$ cat config.mk
export PLATFORM = sky130hd
export DESIGN_NAME = rate_sequencer_flat
export DESIGN_NICKNAME = d
export VERILOG_FILES = /design/src/rtl/rate_pkg.sv /design/src/rtl/rate_sequencer_if.sv /design/src/rtl/period_counter.sv /design/src/rtl/rate_sequencer.sv /design/src/flat_wrapper.sv
export SDC_FILE = /design/constraint.sdc
export NUM_CORES = 1
export LEC_CHECK = 0
export BUFFER_PORTS_ARGS = -buffer_cell sky130_fd_sc_hd__buf_2
export CORE_ASPECT_RATIO = 1.4
export CORE_MARGIN = 2
export CORE_UTILIZATION = 50
export CTS_CLUSTER_SIZE = 14
export DETAILED_ROUTE_END_ITERATION = 6
export PLACE_DENSITY = 0.67
export SYNTH_ARGS = -nofsm -noshare
export SYNTH_HDL_FRONTEND = slang
export SYNTH_SLANG_ARGS = --single-unit
$ cat constraint.sdc
create_clock -name clk -period 5.95 [get_ports clk]
set_input_delay 0.2975 -clock clk [delete_from_list [all_inputs] [get_ports clk]]
set_output_delay 0.2975 -clock clk [all_outputs]
set_load 0.02 [all_outputs]
$ cat src/rtl/rate_pkg.sv
// Shared types and defaults for the tick-rate sequencer slice.
// Holds FSM state codes, counter width and default reload periods.
package rate_pkg;

  localparam int CNT_W_DEF = 28;

  localparam int unsigned PERIOD0_DEF = 0;
  localparam int unsigned PERIOD1_DEF = 49999999;
  localparam int unsigned PERIOD2_DEF = 99999999;
  localparam int unsigned PERIOD3_DEF = 199999999;

  localparam logic [1:0] S_IDLE = 2'd0;
  localparam logic [1:0] S_RUN  = 2'd1;
  localparam logic [1:0] S_HOLD = 2'd2;

  function automatic logic [3:0] digit_next(
    input logic [3:0] d,
    input logic       up
  );
    return up ? d + 4'd1 : d - 4'd1;
  endfunction

endpackage

$ cat src/rtl/rate_sequencer_if.sv
// Control/status bundle between the switch inputs and the sequencer.
// master: speed_sel, run, step, dir, clear out; tick, digit, state in.
interface rate_sequencer_if;

  logic [1:0] speed_sel;
  logic       run;
  logic       step;
  logic       dir;
  logic       clear;
  logic       tick;
  logic [3:0] digit;
  logic [1:0] state;

  modport master (
    output speed_sel, run, step, dir, clear,
    input  tick, digit, state
  );

  modport slave (
    input  speed_sel, run, step, dir, clear,
    output tick, digit, state
  );

endinterface

$ cat src/rtl/period_counter.sv
// Loadable down-counter shared by all tick rates.
// Ports: clk, load/load_val (priority), en (decrement), cnt, zero flag.
module period_counter #(
  parameter int CNT_W = 28
) (
  input  logic             clk,
  input  logic             load,
  input  logic [CNT_W-1:0] load_val,
  input  logic             en,
  output logic [CNT_W-1:0] cnt,
  output logic             zero
);

  always_ff @(posedge clk) begin
    if (load) begin
      cnt <= load_val;
    end else if (en) begin
      cnt <= cnt - CNT_W'(1);
    end
  end

  assign zero = (cnt == '0);

endmodule

$ cat src/rtl/rate_sequencer.sv
// Tick-rate controller: run/hold/step/clear FSM driving a hex digit.
// Ports: clk, reset (sync, high), bus (slave: controls in, tick/digit/state out).
module rate_sequencer
  import rate_pkg::*;
#(
  parameter int          CNT_W   = CNT_W_DEF,
  parameter int unsigned PERIOD0 = PERIOD0_DEF,
  parameter int unsigned PERIOD1 = PERIOD1_DEF,
  parameter int unsigned PERIOD2 = PERIOD2_DEF,
  parameter int unsigned PERIOD3 = PERIOD3_DEF
) (
  input logic             clk,
  input logic             reset,
  rate_sequencer_if.slave bus
);

  localparam logic [CNT_W-1:0] P0 = CNT_W'(PERIOD0);
  localparam logic [CNT_W-1:0] P1 = CNT_W'(PERIOD1);
  localparam logic [CNT_W-1:0] P2 = CNT_W'(PERIOD2);
  localparam logic [CNT_W-1:0] P3 = CNT_W'(PERIOD3);

  logic [1:0]       state_q;
  logic [1:0]       state_d;
  logic [1:0]       sel_q;
  logic [3:0]       digit_q;
  logic             tick_q;
  logic             adv;
  logic             ld;
  logic             en;
  logic [CNT_W-1:0] ld_val;
  logic [CNT_W-1:0] cnt;
  logic             zero;
  logic             chg;

  always_comb begin
    ld_val = P0;
    unique case (bus.speed_sel)
      2'd0:    ld_val = P0;
      2'd1:    ld_val = P1;
      2'd2:    ld_val = P2;
      default: ld_val = P3;
    endcase
  end

  assign chg = (bus.speed_sel != sel_q);

  // Speed changes reload from the new period and swallow any step.
  // Outside a change sel_q == speed_sel, so ld_val serves every reload.
  always_comb begin
    ld      = 1'b0;
    en      = 1'b0;
    adv     = 1'b0;
    state_d = state_q;
    if (reset || bus.clear) begin
      ld      = 1'b1;
      state_d = S_IDLE;
    end else if (chg) begin
      ld = 1'b1;
    end else begin
      unique case (1'b1)
        (state_q == S_IDLE): begin
          ld = 1'b1;
          if (bus.run) begin
            state_d = S_RUN;
          end else if (bus.step) begin
            adv = 1'b1;
          end
        end
        (state_q == S_RUN): begin
          if (zero) begin
            ld  = 1'b1;
            adv = 1'b1;
          end else begin
            en = 1'b1;
          end
          if (!bus.run) begin
            state_d = S_HOLD;
          end
        end
        (state_q == S_HOLD): begin
          if (bus.run) begin
            state_d = S_RUN;
          end else if (bus.step) begin
            adv = 1'b1;
          end
        end
        default: begin
          ld      = 1'b1;
          state_d = S_IDLE;
        end
      endcase
    end
  end

  period_counter #(
    .CNT_W (CNT_W)
  ) u_cnt (
    .clk      (clk),
    .load     (ld),
    .load_val (ld_val),
    .en       (en),
    .cnt      (cnt),
    .zero     (zero)
  );

  always_ff @(posedge clk) begin
    if (reset) begin
      state_q <= S_IDLE;
      tick_q  <= 1'b0;
      digit_q <= 4'd0;
      sel_q   <= bus.speed_sel;
    end else begin
      state_q <= state_d;
      tick_q  <= adv;
      sel_q   <= bus.speed_sel;
      if (bus.clear) begin
        digit_q <= 4'd0;
      end else if (adv) begin
        digit_q <= digit_next(digit_q, bus.dir);
      end
    end
  end

  assign bus.tick  = tick_q;
  assign bus.digit = digit_q;
  assign bus.state = state_q;

endmodule
$ cat src/flat_wrapper.sv
// flat-port wrapper written by rule: the top's interface ports become plain ports
module rate_sequencer_flat import rate_pkg::*;
#(
  parameter int          CNT_W   = CNT_W_DEF,
  parameter int unsigned PERIOD0 = PERIOD0_DEF,
  parameter int unsigned PERIOD1 = PERIOD1_DEF,
  parameter int unsigned PERIOD2 = PERIOD2_DEF,
  parameter int unsigned PERIOD3 = PERIOD3_DEF
)
  (clk, reset, bus_speed_sel, bus_run, bus_step, bus_dir, bus_clear, bus_tick, bus_digit, bus_state);
  rate_sequencer_if bus_i ();
  input logic clk;
  input logic reset;
  input wire logic [$bits(bus_i.speed_sel)-1:0] bus_speed_sel;
  input wire logic [$bits(bus_i.run)-1:0] bus_run;
  input wire logic [$bits(bus_i.step)-1:0] bus_step;
  input wire logic [$bits(bus_i.dir)-1:0] bus_dir;
  input wire logic [$bits(bus_i.clear)-1:0] bus_clear;
  output wire logic [$bits(bus_i.tick)-1:0] bus_tick;
  output wire logic [$bits(bus_i.digit)-1:0] bus_digit;
  output wire logic [$bits(bus_i.state)-1:0] bus_state;
  assign bus_i.speed_sel = bus_speed_sel;
  assign bus_i.run = bus_run;
  assign bus_i.step = bus_step;
  assign bus_i.dir = bus_dir;
  assign bus_i.clear = bus_clear;
  assign bus_tick = bus_i.tick;
  assign bus_digit = bus_i.digit;
  assign bus_state = bus_i.state;
  rate_sequencer #(.CNT_W(CNT_W), .PERIOD0(PERIOD0), .PERIOD1(PERIOD1), .PERIOD2(PERIOD2), .PERIOD3(PERIOD3)) u_core (.clk(clk), .reset(reset), .bus(bus_i));
endmodule
# Word level (Yosys, flattened, before mapping)
# Index checks and enable logic that the tools add are counted.
[totals]
regBits = 37
in_bits = 8
out_inout_bits = 7
wordCells = 45
[classes]
n_addsub = 3
n_eq_ne = 7
mux = 20
bitwise = 1
reduce_logical = 9
[op_table]
columns = ["op", "n"]
rows = [
  ["$pmux W28 S3", 1],
  ["$mux W28", 2],
  ["$logic_not A28 Y1", 1],
  ["$sub A28 B1 Y28 const B", 1],
  ["$mux W1", 11],
  ["$reduce_or A2 Y1", 3],
  ["$add A4 B1 Y4 const B", 1],
  ["$eq A2 B1 Y1 const B", 2],
  ["$eq A2 B2 Y1 const B", 2],
  ["$logic_not A2 Y1", 2],
  ["$mux W2", 2],
  ["$mux W4", 1],
  ["$pmux W1 S2", 2],
  ["$pmux W2 S2", 1],
  ["$sub A4 B1 Y4 const B", 1],
  ["$reduce_and A3 Y1", 1],
  ["$ne A2 B1 Y1 const B", 1],
  ["$ne A2 B2 Y1", 1],
  ["$ne A2 B2 Y1 const B", 1],
  ["$reduce_bool A2 Y1", 1],
  ["$logic_or A1 B1 Y1", 1],
  ["$not A1 Y1", 1],
]

# Logic depth before layout (Yosys ltp)
# Gate-level depths: netlist (run 1).
[depth]
word_depth = 7
ltp_mapped = 9

# Cells and area by module
# Synthesis (run 1) repeated with hierarchy kept, for this count alone.
[unflattened]
cells_unflattened = 249
hier_area_um2 = 2363.5
[modules_own_cells]
columns = ["mod", "instances", "cells_per_inst", "area_each_um2", "seq_area_each_um2"]
rows = [
  ["period_counter", 1, 183, 1775.5, 840.8],
  ["rate_sequencer", 1, 66, 588.1, 180.2],
]

# Least setup slack after synthesis (run 1)
# No wires, ideal clock.
[synth_path]
path_type = "reg2reg"
startpoint = "register u_core.u_cnt.cnt[0]"
endpoint = "register u_core.u_cnt.cnt[27] (data pin)"
setup_time_ps = 260
arrival_time_ps = 2201
path_slack_ps = 3488
stages_incl_launch_ff = 9
path_buffers = 1
period_less_slack_ps = 2462
path_cell_list = "edfxtp_1 > inv_1 > ha_1 > or4b_2 > nor3_1 > a31oi_1 > or2_1 > buf_6 > mux2_4"
[synth_via]
elab_chain_len = 6
elab_cells_between_ends = 8
classes_between = "1 x add/sub; 6 x mux; 1 x reduce/logical"
[synth_rtl]
columns = ["element", "line", "rtl"]
rows = [
  ["start, declared", "period_counter.sv:10", "output logic [CNT_W-1:0] cnt,"],
  ["start signal, assigned", "period_counter.sv:16", "cnt <= load_val;"],
  ["start signal, assigned", "period_counter.sv:18", "cnt <= cnt - CNT_W'(1);"],
  ["parallel branches: the longest is 5 deep, another holds $sub A28 B1 Y28", "n/a", ""],
  ["$mux W28 (*)", "period_counter.sv:15", "if (load) begin"],
]
# Mark *: on every way between the ends. The select of a mux whose other input is x is not followed.
# A chain may end at the register's enable or synchronous reset.

# Final worst setup path (run 1)
[layout_path]
startpoint = "register u_core.u_cnt.cnt[17]"
endpoint = "register u_core.u_cnt.cnt[8] (data pin)"
[layout_via]
elab_chain_len = 6
[layout_rtl]
columns = ["element", "line", "rtl"]
rows = [
  ["$logic_not A28 Y1", "period_counter.sv:22", "assign zero = (cnt == '0);"],
  ["$mux W1", "rate_sequencer.sv:70", "if (zero) begin"],
  ["$pmux W1 S2", "rate_sequencer.sv:60", "unique case (1'b1)"],
  ["$mux W1", "rate_sequencer.sv:57", "end else if (chg) begin"],
  ["$mux W1", "rate_sequencer.sv:54", "if (reset || bus.clear) begin"],
  ["$mux W28", "period_counter.sv:15", ""],
]
# Every way passes these cells.

==> metrics, run 1 <==
Pint 0.000404 W; core area 4240 µm²; first-pass GRT wire length 7250 µm; Max clock buf depth 2; initial antenna violation count 0; WL final 4200 µm; num rows 28; worst setup path class reg -> reg; layout cells sized above 1 a little over an eighth; RSZ-0062 raised after global routing no; Arr. time, crit path 3.08 ns; FF-to-FF End u_core.u_cnt.cnt[8]; placed insts 277; most common cell after layout, fill and taps aside edfxtp_1; Slew Limit Fails 0; Cell Area, Placed approximately 2300 µm²; Die Y 82.7 µm; Via density 5.58; WHS Endpoint u_core.sel_q[1]; crit share post-route between 50% and 60%; Crit. End Element register; hold path start bus_speed_sel[1]; Slew @ Worst Pin approximately 1.1 ns; R2R Path Start u_core.u_cnt.cnt[17]; switch share 23.2%; Gate power share 8.0%; Setup Buffers After CTS 0; CP cell instances or4_1 -> nor4b_4 -> a31oi_1 -> or2_1 -> mux2_4; required time of the critical path between 5 and 6 ns; post-CTS sizing 0; flop-to-flop setup slack approximately 2.9 ns; most common flop cell mapped by yosys edfxtp_1; Slew HR 28.9%; H-tree Lvls 2; root buffer cell clkbuf_8; Final Wtd Congestion 0.895; Clock transition at path regs 0.07 ns; worst hold path class in -> reg; global-route usage over all layers 19.7%; register area share after synthesis 46.2%; dpl ws ~2.9 ns; NetSw 0.000122 W; status completed; CP Max Fanout 28; worst setup margin 2.91 ns; TritonRoute pass-1 iters 4; largest net degree at the start of global routing 29; area grow syn2layout 9.00%; synth unique cells 40; Yosys reg bits 37; Congestion Overflow GR 0; commonest non-fill, non-tap cells in the layout edfxtp_1, a21oi_1, xnor2_1, nor2_1, buf_2; DR vias about 1.6k; Post-CTS Hold Fix Bufs 0; worst r2r path cells 5; setup_tns 0 ns; num ports 15; Cell Pwr Density 219 nW/µm²; Mean Syn Cell Area 10.6 µm²; Die W 60.2 µm; final instance area 2410 µm²; Mapped Nets approximately 230; number of port buffers 14; final hold vios 0; Max Cap Viol 0; Post-Synthesis Cells 208; CTS buffer count 5; number of DRC markers in iteration 0 49; Leakage Power between 0.8 and 0.9 nW; EDFF count, synth 28; Final Critical Period 3.04 ns; WL/cell ~15 µm; critical path's slowest cell or4_1; final setup fails 0; Final Non-Filler Cells 285; Mapped Area between 2000 and 2500 µm²; fin nets 241; clock network power share 34.4%; clk_lat worst skew 0.29 ns; Flop pwr share around 58%; vias in the first global route around 1.6k; CTS Sinks 37; CP Launch Type register; maximum clock frequency 329 MHz; Clock Skew 0.00451 ns; Initial Utilization 52.1%; residual DRC count 0; ANT cells 0; YS warnings 0; detailed placement HPWL 3100 µm; worst vdd ir 134 µV; DRT antenna net count 0; asr flop ratio synth 0%; worst hold path depth 1; Largest stage delay, worst path 0.69 ns; # fillers 383; die area roughly 5000 µm²; CTS tree yes
## cell usage after synthesis (2+ instances only)
master / count / area share, %
a31oi_1: 2 / 0.57
or3_1: 2 / 0.57
buf_6: 3 / 1.5
clkbuf_1: 2 / 0.34
or2_2: 2 / 0.57
mux2_4: 2 / 1.4
dfxtp_1: 9 / 8.2
a21oi_1: 20 / 4.5
or4_1: 4 / 1.4
nand3_1: 4 / 0.91
nand4_1: 4 / 1.1
edfxtp_1: 28 / 38
xor2_1: 12 / 4.8
o31ai_1: 2 / 0.68
and2_1: 3 / 0.85
nand4b_1: 2 / 0.79
ha_1: 8 / 4.5
mux2i_1: 9 / 4.1
nor3b_1: 2 / 0.68
nor3_1: 13 / 2.9
inv_1: 6 / 1.0
nand3b_1: 2 / 0.68
nor2_1: 16 / 2.7
xnor2_1: 17 / 6.7
nor4_1: 7 / 2.0
nand2_1: 13 / 2.2
## per-stage QoR
step	util [%]	hold slack, ns	total power [W]
after floorplan	-	0.325	0.000337
after detailed placement	54.6	0.454	0.000351
after CTS	56.8	0.173	0.000529
final	56.8	0.174	0.000526
after global placement	54.6	0.444	0.000350
after global routing	56.8	0.175	0.000549
## layer usage
| layer | track usage [%] | part of all wire [%] |
|---|---|---|
| met1 | 24.0 | 42 |
| met2 | 33.0 | 52 |
| met3 | 3.89 | 4.3 |
| met4 | 9.11 | 2.0 |
| met5 | 0 | 0 |
## area by class of cell
cell class,count,area (µm²),area share (%)
repair buffers,15,77.6,3.22
well taps,60,75.1,3.12
inverters,6,22.5,0.935
clock buffers,7,86.3,3.58
clock inverters,1,6.26,0.260
flip-flops and latches,37,1020,42.4
multi-input cells,159,1120,46.5
## power by group through the flow
stage / Sequential, W / Clock (W) / Combinational [W]
floorplan: 0.000306 / 0 / 0.0000308
global placement: 0.000308 / 0 / 0.0000419
detailed placement: 0.000309 / 0 / 0.0000425
CTS: 0.000303 / 0.000184 / 0.0000427
global route: 0.000305 / 0.000196 / 0.0000478
finish: 0.000303 / 0.000181 / 0.0000423
## cells by family (layout without fill, tap and decap cells)
logic type / Yosys count / count (layout) / synth area share, %
buffers and inverters: 12 / 29 / 3.11
and+or+nand+nor: 82 / 82 / 21.3
adders and majority gates: 9 / 9 / 5.44
AOI/OAI and AO/OA: 28 / 28 / 7.02
DFF: 37 / 37 / 46.2
muxes: 11 / 11 / 5.44
xor gates and xnor gates: 29 / 29 / 11.5
## critical path: cells and delay by family, from the launching register on
kind	cells	cell delay, ns
and+or+nand+nor	3	1.67
AOI/OAI and AO/OA	1	0.22
DFF	1	0.44
muxes	1	0.45
## state kept, by name, indices dropped and copies added (netlist names)
name / count
u_core.bus.digit: 4
u_core.bus.state: 2
u_core.u_cnt.cnt: 28
u_core.sel_q: 2
u_core.bus.tick: 1
## worst max-delay path by stage
stage                         startpoint                   end  cells past startpoint
floorplan            u_core.u_cnt.cnt[0]  u_core.u_cnt.cnt[27]                      8
global placement               bus_clear   u_core.u_cnt.cnt[8]                      6
detailed placement             bus_clear   u_core.u_cnt.cnt[8]                      6
CTS                 u_core.u_cnt.cnt[16]   u_core.u_cnt.cnt[8]                      5
global route        u_core.u_cnt.cnt[16]   u_core.u_cnt.cnt[8]                      5
finish              u_core.u_cnt.cnt[17]   u_core.u_cnt.cnt[8]                      5
(Power assumes the default switching activity.)
==> inputs of run 2 (changes only) <==
--- a/config.mk
+++ b/config.mk
@@ -5,13 +5,14 @@
 export SDC_FILE = /design/constraint.sdc
 export NUM_CORES = 1
 export LEC_CHECK = 0
+export ABC_AREA = 1
 export BUFFER_PORTS_ARGS = -buffer_cell sky130_fd_sc_hd__buf_2
 export CORE_ASPECT_RATIO = 1.4
 export CORE_MARGIN = 2
 export CORE_UTILIZATION = 50
 export CTS_CLUSTER_SIZE = 14
 export DETAILED_ROUTE_END_ITERATION = 6
-export PLACE_DENSITY = 0.67
+export PLACE_DENSITY = 0.66
 export SYNTH_ARGS = -nofsm -noshare
 export SYNTH_HDL_FRONTEND = slang
 export SYNTH_SLANG_ARGS = --single-unit
==> constraint.sdc (replaced) <==
create_clock -name clk -period 2.9 [get_ports clk]
set_input_delay 0.145 -clock clk [delete_from_list [all_inputs] [get_ports clk]]
set_output_delay 0.145 -clock clk [all_outputs]
set_load 0.02 [all_outputs]
==> run 2 against run 1 <==
Compared with the run above: global-route usage down 0.061 points; via count rose by 21%; clock skew rose by 0.00052 ns; first-iteration DRC count rose by 53%; synthesized cell count is 44% higher; highest routed layer unchanged; largest cell class unchanged; worst setup slack worse by 1.9 ns; cell area up 16%; final cell count grew 35%; sequential share of layout area decreased by 5.9 points; non-clock buffer count did not move; die area grew 15%.
==> metrics, run 2 <==
# fillers 488 (was 383); clk_lat worst skew 0.29 ns (about the same); root buffer cell clkbuf_8 (unchanged); final hold vios 0 (unchanged); cell taking the most area after synthesis edfxtp_1 (unchanged); Mean Syn Cell Area 8.58 µm² (was 10.6 µm²); Slew Limit Fails 0 (unchanged); global-route usage over all layers 19.6% (was 19.7%); R2R Path Start u_core.u_cnt.cnt[0] (was u_core.u_cnt.cnt[17]); WHS Endpoint u_core.sel_q[1] (unchanged); ANT cells 0 (unchanged); TritonRoute pass-1 iters 4 (unchanged); final setup fails 0 (unchanged); Post-Synthesis Cells 300 (was 208); die area 5750 µm² (was 4970 µm²); placed insts 376 (was 277); Slew @ Worst Pin 0.372 ns (was 1.06 ns); Mapped Area 2570 µm² (was 2210 µm²); worst hold slack 0.0226 ns (was 0.174 ns); flop-to-flop setup slack 1.03 ns (was 2.91 ns); Arr. time, crit path 1.92 ns (was 3.08 ns); Worst Setup SP u_core.u_cnt.cnt[0] (was u_core.u_cnt.cnt[17]); synth unique cells 28 (was 40); Reg area 1020 µm² (unchanged); Clock transition at path regs 0.08 ns (was 0.07 ns); status completed (unchanged); detailed placement HPWL 3960 µm (was 3100 µm); vias in the first global route 1891 (was 1587); first-pass GRT wire length 8470 µm (was 7250 µm); Final Non-Filler Cells 384 (was 285); number of port buffers 14 (unchanged); Post-CTS Hold Fix Bufs 0 (unchanged); Post-synth top cells nand2_1, nor2_1, edfxtp_1 (was edfxtp_1, a21oi_1, xnor2_1); most common flop cell mapped by yosys edfxtp_1 (unchanged); Congestion Overflow GR 0 (unchanged); final instance area 2800 µm² (was 2410 µm²); CP Max Fanout 5 (was 28); Die Y 88.9 µm (was 82.7 µm); WL/cell 13.0 µm (was 14.8 µm); fin nets 336 (was 241); Multi-input gate area 1420 µm² (was 1120 µm²); area grow syn2layout 8.60% (was 9.00%); post-synth top area share 32.7% (was 38.1%); Mapped Nets 317 (was 225); Die W 64.6 µm (was 60.2 µm); H-tree Lvls 2 (unchanged); CP Launch Type register (unchanged); maximum clock frequency 535 MHz (was 329 MHz); num rows 30 (was 28); core area 4920 µm² (was 4240 µm²); Crit. End Element register (unchanged); commonest non-fill, non-tap cells in the layout nand2_1, nor2_1, edfxtp_1, nand3_1, nand2_2 (was edfxtp_1, a21oi_1, xnor2_1, nor2_1, buf_2); residual DRC count 0 (unchanged); top-count cell post-synth nand2_1 (was edfxtp_1); hold path start bus_speed_sel[1] (unchanged); Final Critical Period 1.87 ns (was 3.04 ns); Max Cap Viol 0 (unchanged); required time of the critical path 2.95 ns (was 5.99 ns); DR vias 1928 (was 1591); post-CTS sizing 0 (unchanged); Via density 5.02 (was 5.58); Setup Buffers After CTS 0 (unchanged); Top reg by flops u_core.u_cnt.cnt (unchanged); Cell Area, Placed 2680 µm² (was 2320 µm²); DRT antenna net count 0 (unchanged); Yosys reg bits 37 (unchanged); worst hold path class in -> reg (unchanged); Initial Utilization 52.3% (was 52.1%); CTS Sinks 37 (unchanged); worst r2r path cells 8 (was 5); max reg flops 28 (unchanged); Max clock buf depth 2 (unchanged); initial antenna violation count 0 (unchanged); largest net degree at the start of global routing 27 (was 29); crit share post-route 64.4% (was 51.1%); Leakage Power 1.12 nW (was 0.865 nW); Slew HR 75.1% (was 28.9%); Cell Pwr Density 423 nW/µm² (was 219 nW/µm²); worst vdd ir 216 µV (was 134 µV); worst setup path class reg -> reg (unchanged); Clock Skew 0.00504 ns (was 0.00451 ns); worst hold path depth 1 (unchanged); FF-to-FF End u_core.u_cnt.cnt[20] (was u_core.u_cnt.cnt[8]); CTS buffer count 5 (unchanged); Final Wtd Congestion 0.885 (was 0.895); layout cells sized above 1 22.5% (was 13.3%); EDFF count, synth 28 (unchanged); asr flop ratio synth 0% (unchanged); number of DRC markers in iteration 0 75 (was 49); num ports 15 (unchanged); most common cell after layout, fill and taps aside nand2_1 (was edfxtp_1); WL final 5000 µm (was 4200 µm); YS warnings 0 (unchanged); CTS tree yes (unchanged); largest cells by area after synthesis edfxtp_1, nand2_1, xnor2_1 (was edfxtp_1, dfxtp_1, xnor2_1); RSZ-0062 raised after global routing no (unchanged); setup_tns 0 ns (unchanged); register area share after synthesis 39.7% (was 46.2%)
## run 2: changes by cell type after synthesis, moves of 13 or more
| cell | delta |
|---|---|
| a21oi_1 | -13 |
| inv_1 | +13 |
| nand2_1 | +57 |
| nand2_2 | +22 |
| nand3_1 | +20 |
| nor2_1 | +28 |
| nor3_1 | -13 |
## run 2: logic make-up after synthesis
family | Yosys count | share of synthesized area [%]
and+or+nand+nor | 189 | 38.6
buffers and inverters | 25 | 5.20
adders and majority gates | 9 | 4.67
DFF | 37 | 39.7
AOI/OAI and AO/OA | 12 | 2.33
xor gates and xnor gates | 28 | 9.53
## run 2: final cells by class
class	instances	area share (%)
Multi-Input combinational cell	238	50.8
Sequential cell	37	36.5
Clock buffer	7	3.85
Inverter	22	2.95
Tap cell	64	2.86
Timing Repair Buffer	15	2.78
Clock inverter	1	0.269
## run 2: worst max-delay path, stage by stage, from the launching register on
cell and delay [ns]:
edfxtp_1 0.36, inv_1 0.16, ha_1 0.22, nand2_2 0.12, nor2_1 0.34, nand4_1 0.17, xnor2_1 0.15, nand2_1 0.06
nand2_1 0.04
## run 2: how the worst max path moves through the flow
stage / end / slack [ns] / depth (start not counted)
floorplan: u_core.u_cnt.cnt[14] / 1.17 / 7
global placement: u_core.u_cnt.cnt[16] / 1.08 / 8
detailed placement: u_core.u_cnt.cnt[20] / 1.02 / 8
CTS: u_core.u_cnt.cnt[20] / 1.02 / 8
global route: u_core.u_cnt.cnt[9] / 0.85 / 9
finish: u_core.u_cnt.cnt[20] / 1.03 / 8
## run 2: where the power goes
part           switching [W]  internal [W]  leakage, nW  total (W)
registers          0.0000277      0.000596        0.367   0.000624
clock network       0.000189      0.000245       0.0556   0.000434
logic              0.0000768     0.0000469        0.698   0.000124
## run 2: metrics by stage
stage	utilization, %	worst slack [ns]	total power [W]
floorplan	-	1.17	0.000725
global placement	54.5	1.08	0.000757
detailed placement	54.5	1.02	0.000759
CTS	56.8	1.02	0.00119
global route	56.8	0.850	0.00123
finish	56.8	1.03	0.00118
## run 2: per-layer routing
metal  share of wire (%)  global-route usage (%)
met3                 3.7                    3.40
met2                  54                    37.5
met1                  39                    20.8
met5                   0                       0
met4                 3.3                    9.48
==> inputs of run 3 (changes only) <==
--- a/config.mk
+++ b/config.mk
@@ -12,7 +12,7 @@
 export CORE_UTILIZATION = 50
 export CTS_CLUSTER_SIZE = 14
 export DETAILED_ROUTE_END_ITERATION = 6
-export PLACE_DENSITY = 0.66
+export PLACE_DENSITY = 0.69
 export SYNTH_ARGS = -nofsm -noshare
 export SYNTH_HDL_FRONTEND = slang
 export SYNTH_SLANG_ARGS = --single-unit
==> constraint.sdc (replaced) <==
create_clock -name clk -period 1.65 [get_ports clk]
set_input_delay 0.0825 -clock clk [delete_from_list [all_inputs] [get_ports clk]]
set_output_delay 0.0825 -clock clk [all_outputs]
set_load 0.02 [all_outputs]
==> run 3 against run 2 <==
Compared with the run above: the run now ends with setup timing left; worst setup slack got worse by 1.1 ns; count of clock-buffer cells in the layout did not move; clock power rose by 82%; via count rose by 17%; critical endpoint is now u_core.u_cnt.cnt[10].
==> metrics, run 3 (synthesis results as in run 2) <==
status finished with violations (was completed); failing checks setup timing; crit-path leading delay family simple AND/OR/NAND/NOR gates (unchanged); number of DRC markers in iteration 0 132 (was 75); Gate power share 15.3% (was 10.5%); CTS buffer count 5 (unchanged); first-pass GRT wire length 10200 µm (was 8470 µm); Largest stage delay, worst path 0.48 ns (was 0.36 ns); # fillers 374 (was 488); most common cell after layout, fill and taps aside nand2_1 (unchanged); Slew Limit Fails 0 (unchanged); Max Cap Viol 0 (unchanged); Final Wtd Congestion 0.922 (was 0.885); number of port buffers 14 (unchanged); Arr. time, crit path 1.80 ns (was 1.92 ns); Slew @ Worst Pin 0.365 ns (was 0.372 ns); CP Max Fanout 4 (was 5); Die Y 88.9 µm (unchanged); final instance area 3410 µm² (was 2800 µm²); residual DRC count 0 (unchanged); Congestion Overflow GR 0 (unchanged); crit path buf inv count 2 (was 1); WHS Endpoint u_core.bus.digit[0] (was u_core.sel_q[1]); CP Launch Type register (unchanged); worst setup margin -0.0991 ns (was 1.03 ns); clk_lat worst skew 0.30 ns (was 0.29 ns); final core utilization 69.3% (was 56.8%); Top reg by flops u_core.u_cnt.cnt (unchanged); NetSw 0.000582 W (was 0.000294 W); initial antenna violation count 0 (unchanged); placed insts 418 (was 376); Final Critical Period 1.75 ns (was 1.87 ns); core area 4920 µm² (unchanged); worst r2r path cells 7 (was 8); global-route usage over all layers 23.9% (was 19.6%); Pint 0.00163 W (was 0.000888 W); DR vias 2264 (was 1928); max reg flops 28 (unchanged); cell mode on critical path buf_4 (was nand2_1); dpl ws -0.143 ns (was 1.02 ns); flop-to-flop setup slack -0.1 ns (was 1.03 ns); worst hold path depth 4 (was 1); CP cell instances nor2_4 -> nand2_1 -> nor3_4 -> buf_4 -> buf_4 -> xnor2_1 -> nor2_1 (was inv_1 -> ha_1 -> nand2_2 -> nor2_1 -> nand4_1 -> xnor2_1 -> nand2_1 -> nand2_1); largest net degree at the start of global routing 16 (was 27); Flop pwr share 49.1% (was 52.8%); commonest non-fill, non-tap cells in the layout nand2_1, buf_4, nor2_1, nand2_2, edfxtp_1 (was nand2_1, nor2_1, edfxtp_1, nand3_1, nand2_2); CTS tree yes (unchanged); final hold vios 0 (unchanged); critical path's slowest cell edfxtp_1 (unchanged); detailed placement HPWL 4300 µm (was 3960 µm); Cell Area, Placed 3020 µm² (was 2680 µm²); fin nets 392 (was 336); root buffer cell clkbuf_8 (unchanged); R2R Path Start u_core.u_cnt.cnt[9] (was u_core.u_cnt.cnt[0]); Clock Skew 0.00425 ns (was 0.00504 ns); ANT cells 0 (unchanged); Cell Pwr Density 650 nW/µm² (was 423 nW/µm²); Crit. End Element register (unchanged); Via density 5.15 (was 5.02); area grow syn2layout 32.4% (was 8.60%); Max clock buf depth 2 (unchanged); Slew HR 75.6% (was 75.1%); H-tree Lvls 2 (unchanged); Die W 64.6 µm (unchanged); crit share post-route 106% (was 64.4%); worst vdd ir 754 µV (was 216 µV); vias in the first global route 2212 (was 1891); WL/cell 14.8 µm (was 13.0 µm); switch share 26.3% (was 24.9%); num rows 30 (unchanged); maximum clock frequency 572 MHz (was 535 MHz); worst hold path class in -> reg (unchanged); Initial Utilization 52.3% (unchanged); Leakage Power 1.45 nW (was 1.12 nW); final setup fails 29 (was 0); RSZ-0062 raised after global routing yes (was no); DRT antenna net count 0 (unchanged); TritonRoute pass-1 iters 5 (was 4); layout cells sized above 1 42.8% (was 22.5%); required time of the critical path 1.70 ns (was 2.95 ns); worst setup path class reg -> reg (unchanged); WL final 6500 µm (was 5000 µm); Clock transition at path regs 0.08 ns (about the same); num ports 15 (unchanged); die area 5750 µm² (unchanged); clock network power share 35.5% (was 36.8%); CTS Sinks 37 (unchanged); Final Non-Filler Cells 440 (was 384); FF-to-FF End u_core.u_cnt.cnt[10] (was u_core.u_cnt.cnt[20]); hold path start bus_clear (was bus_speed_sel[1])
[run 3: changes by cell type in the layout (fill, tap and decap cells not counted), sizes merged]
| cell | before | now |
|---|---|---|
| nand3b | 1 | 2 |
| dlygate4sd3 | 0 | 2 |
| nand2 | 95 | 97 |
| buf | 15 | 66 |
[run 3: what timing repair did]
item,CTS,global route
resized for setup,17,25
hold endpoints to repair,2,0
cloned,3,0
buffers inserted,3,6
hold buffers,2,0
pin swaps,20,15
setup endpoints to repair,32,59
[run 3: final cells by class]
type / count / area, µm² / area share [%]
multi-input cells: 241 / 1590 / 46.7
inverters: 22 / 82.6 / 2.42
clock buffers: 7 / 108 / 3.16
well taps: 64 / 80.1 / 2.35
clock inverters: 1 / 7.51 / 0.220
repair buffers: 68 / 518 / 15.2
flip-flops and latches: 37 / 1020 / 30.0
[run 3: worst max-delay path by stage]
stage	from	to	slack [ns]	depth (start not counted)
final	u_core.u_cnt.cnt[9]	u_core.u_cnt.cnt[10]	-0.1	7
after global routing	u_core.u_cnt.cnt[9]	u_core.u_cnt.cnt[10]	-0.20	7
after CTS	u_core.u_cnt.cnt[2]	u_core.u_cnt.cnt[23]	-0.07	8
after detailed placement	u_core.u_cnt.cnt[1]	u_core.u_cnt.cnt[9]	-0.14	9
after global placement	u_core.u_cnt.cnt[4]	u_core.u_cnt.cnt[23]	-0.1	8
after floorplan	u_core.sel_q[1]	u_core.u_cnt.cnt[14]	-0.05	7
[run 3: tightest hold or removal path, stage by stage]
cell and delay [ns]:
buf_2 0.10, nor2_4 0.07, nand2_1 0.07, nor2_1 0.03
[run 3: metal layers]
metal  up-vias  GRT usage, %  share of wire, %  wire length, µm
met5         -             0                 0                0
li1       1122             -                 -                -
met2        68          45.1                54             3490
met4         0          13.9               4.5              295
met1      1047          25.4                38             2490
met3        27          3.15               3.4              223
[run 3: stage by stage]
step	hold WS [ns]	TNS (ns)	power, W
2_1_floorplan	0.110	-0.605	0.00127
3_3_place_gp	0.257	-1.43	0.00139
3_5_place_dp	0.259	-2.87	0.00139
4_1_cts	0.0940	-1.99	0.00219
5_1_grt	0.114	-4.72	0.00228
6_report	0.0915	-2.08	0.00222
[run 3: power groups by stage]
stage	Combinational [W]	Sequential, W	Clock [W]
after detailed placement	0.000287	0.00110	0
final	0.000340	0.00109	0.000788
after CTS	0.000315	0.00108	0.000789
after global placement	0.000282	0.00110	0
after global routing	0.000371	0.00109	0.000815
after floorplan	0.000169	0.00111	0
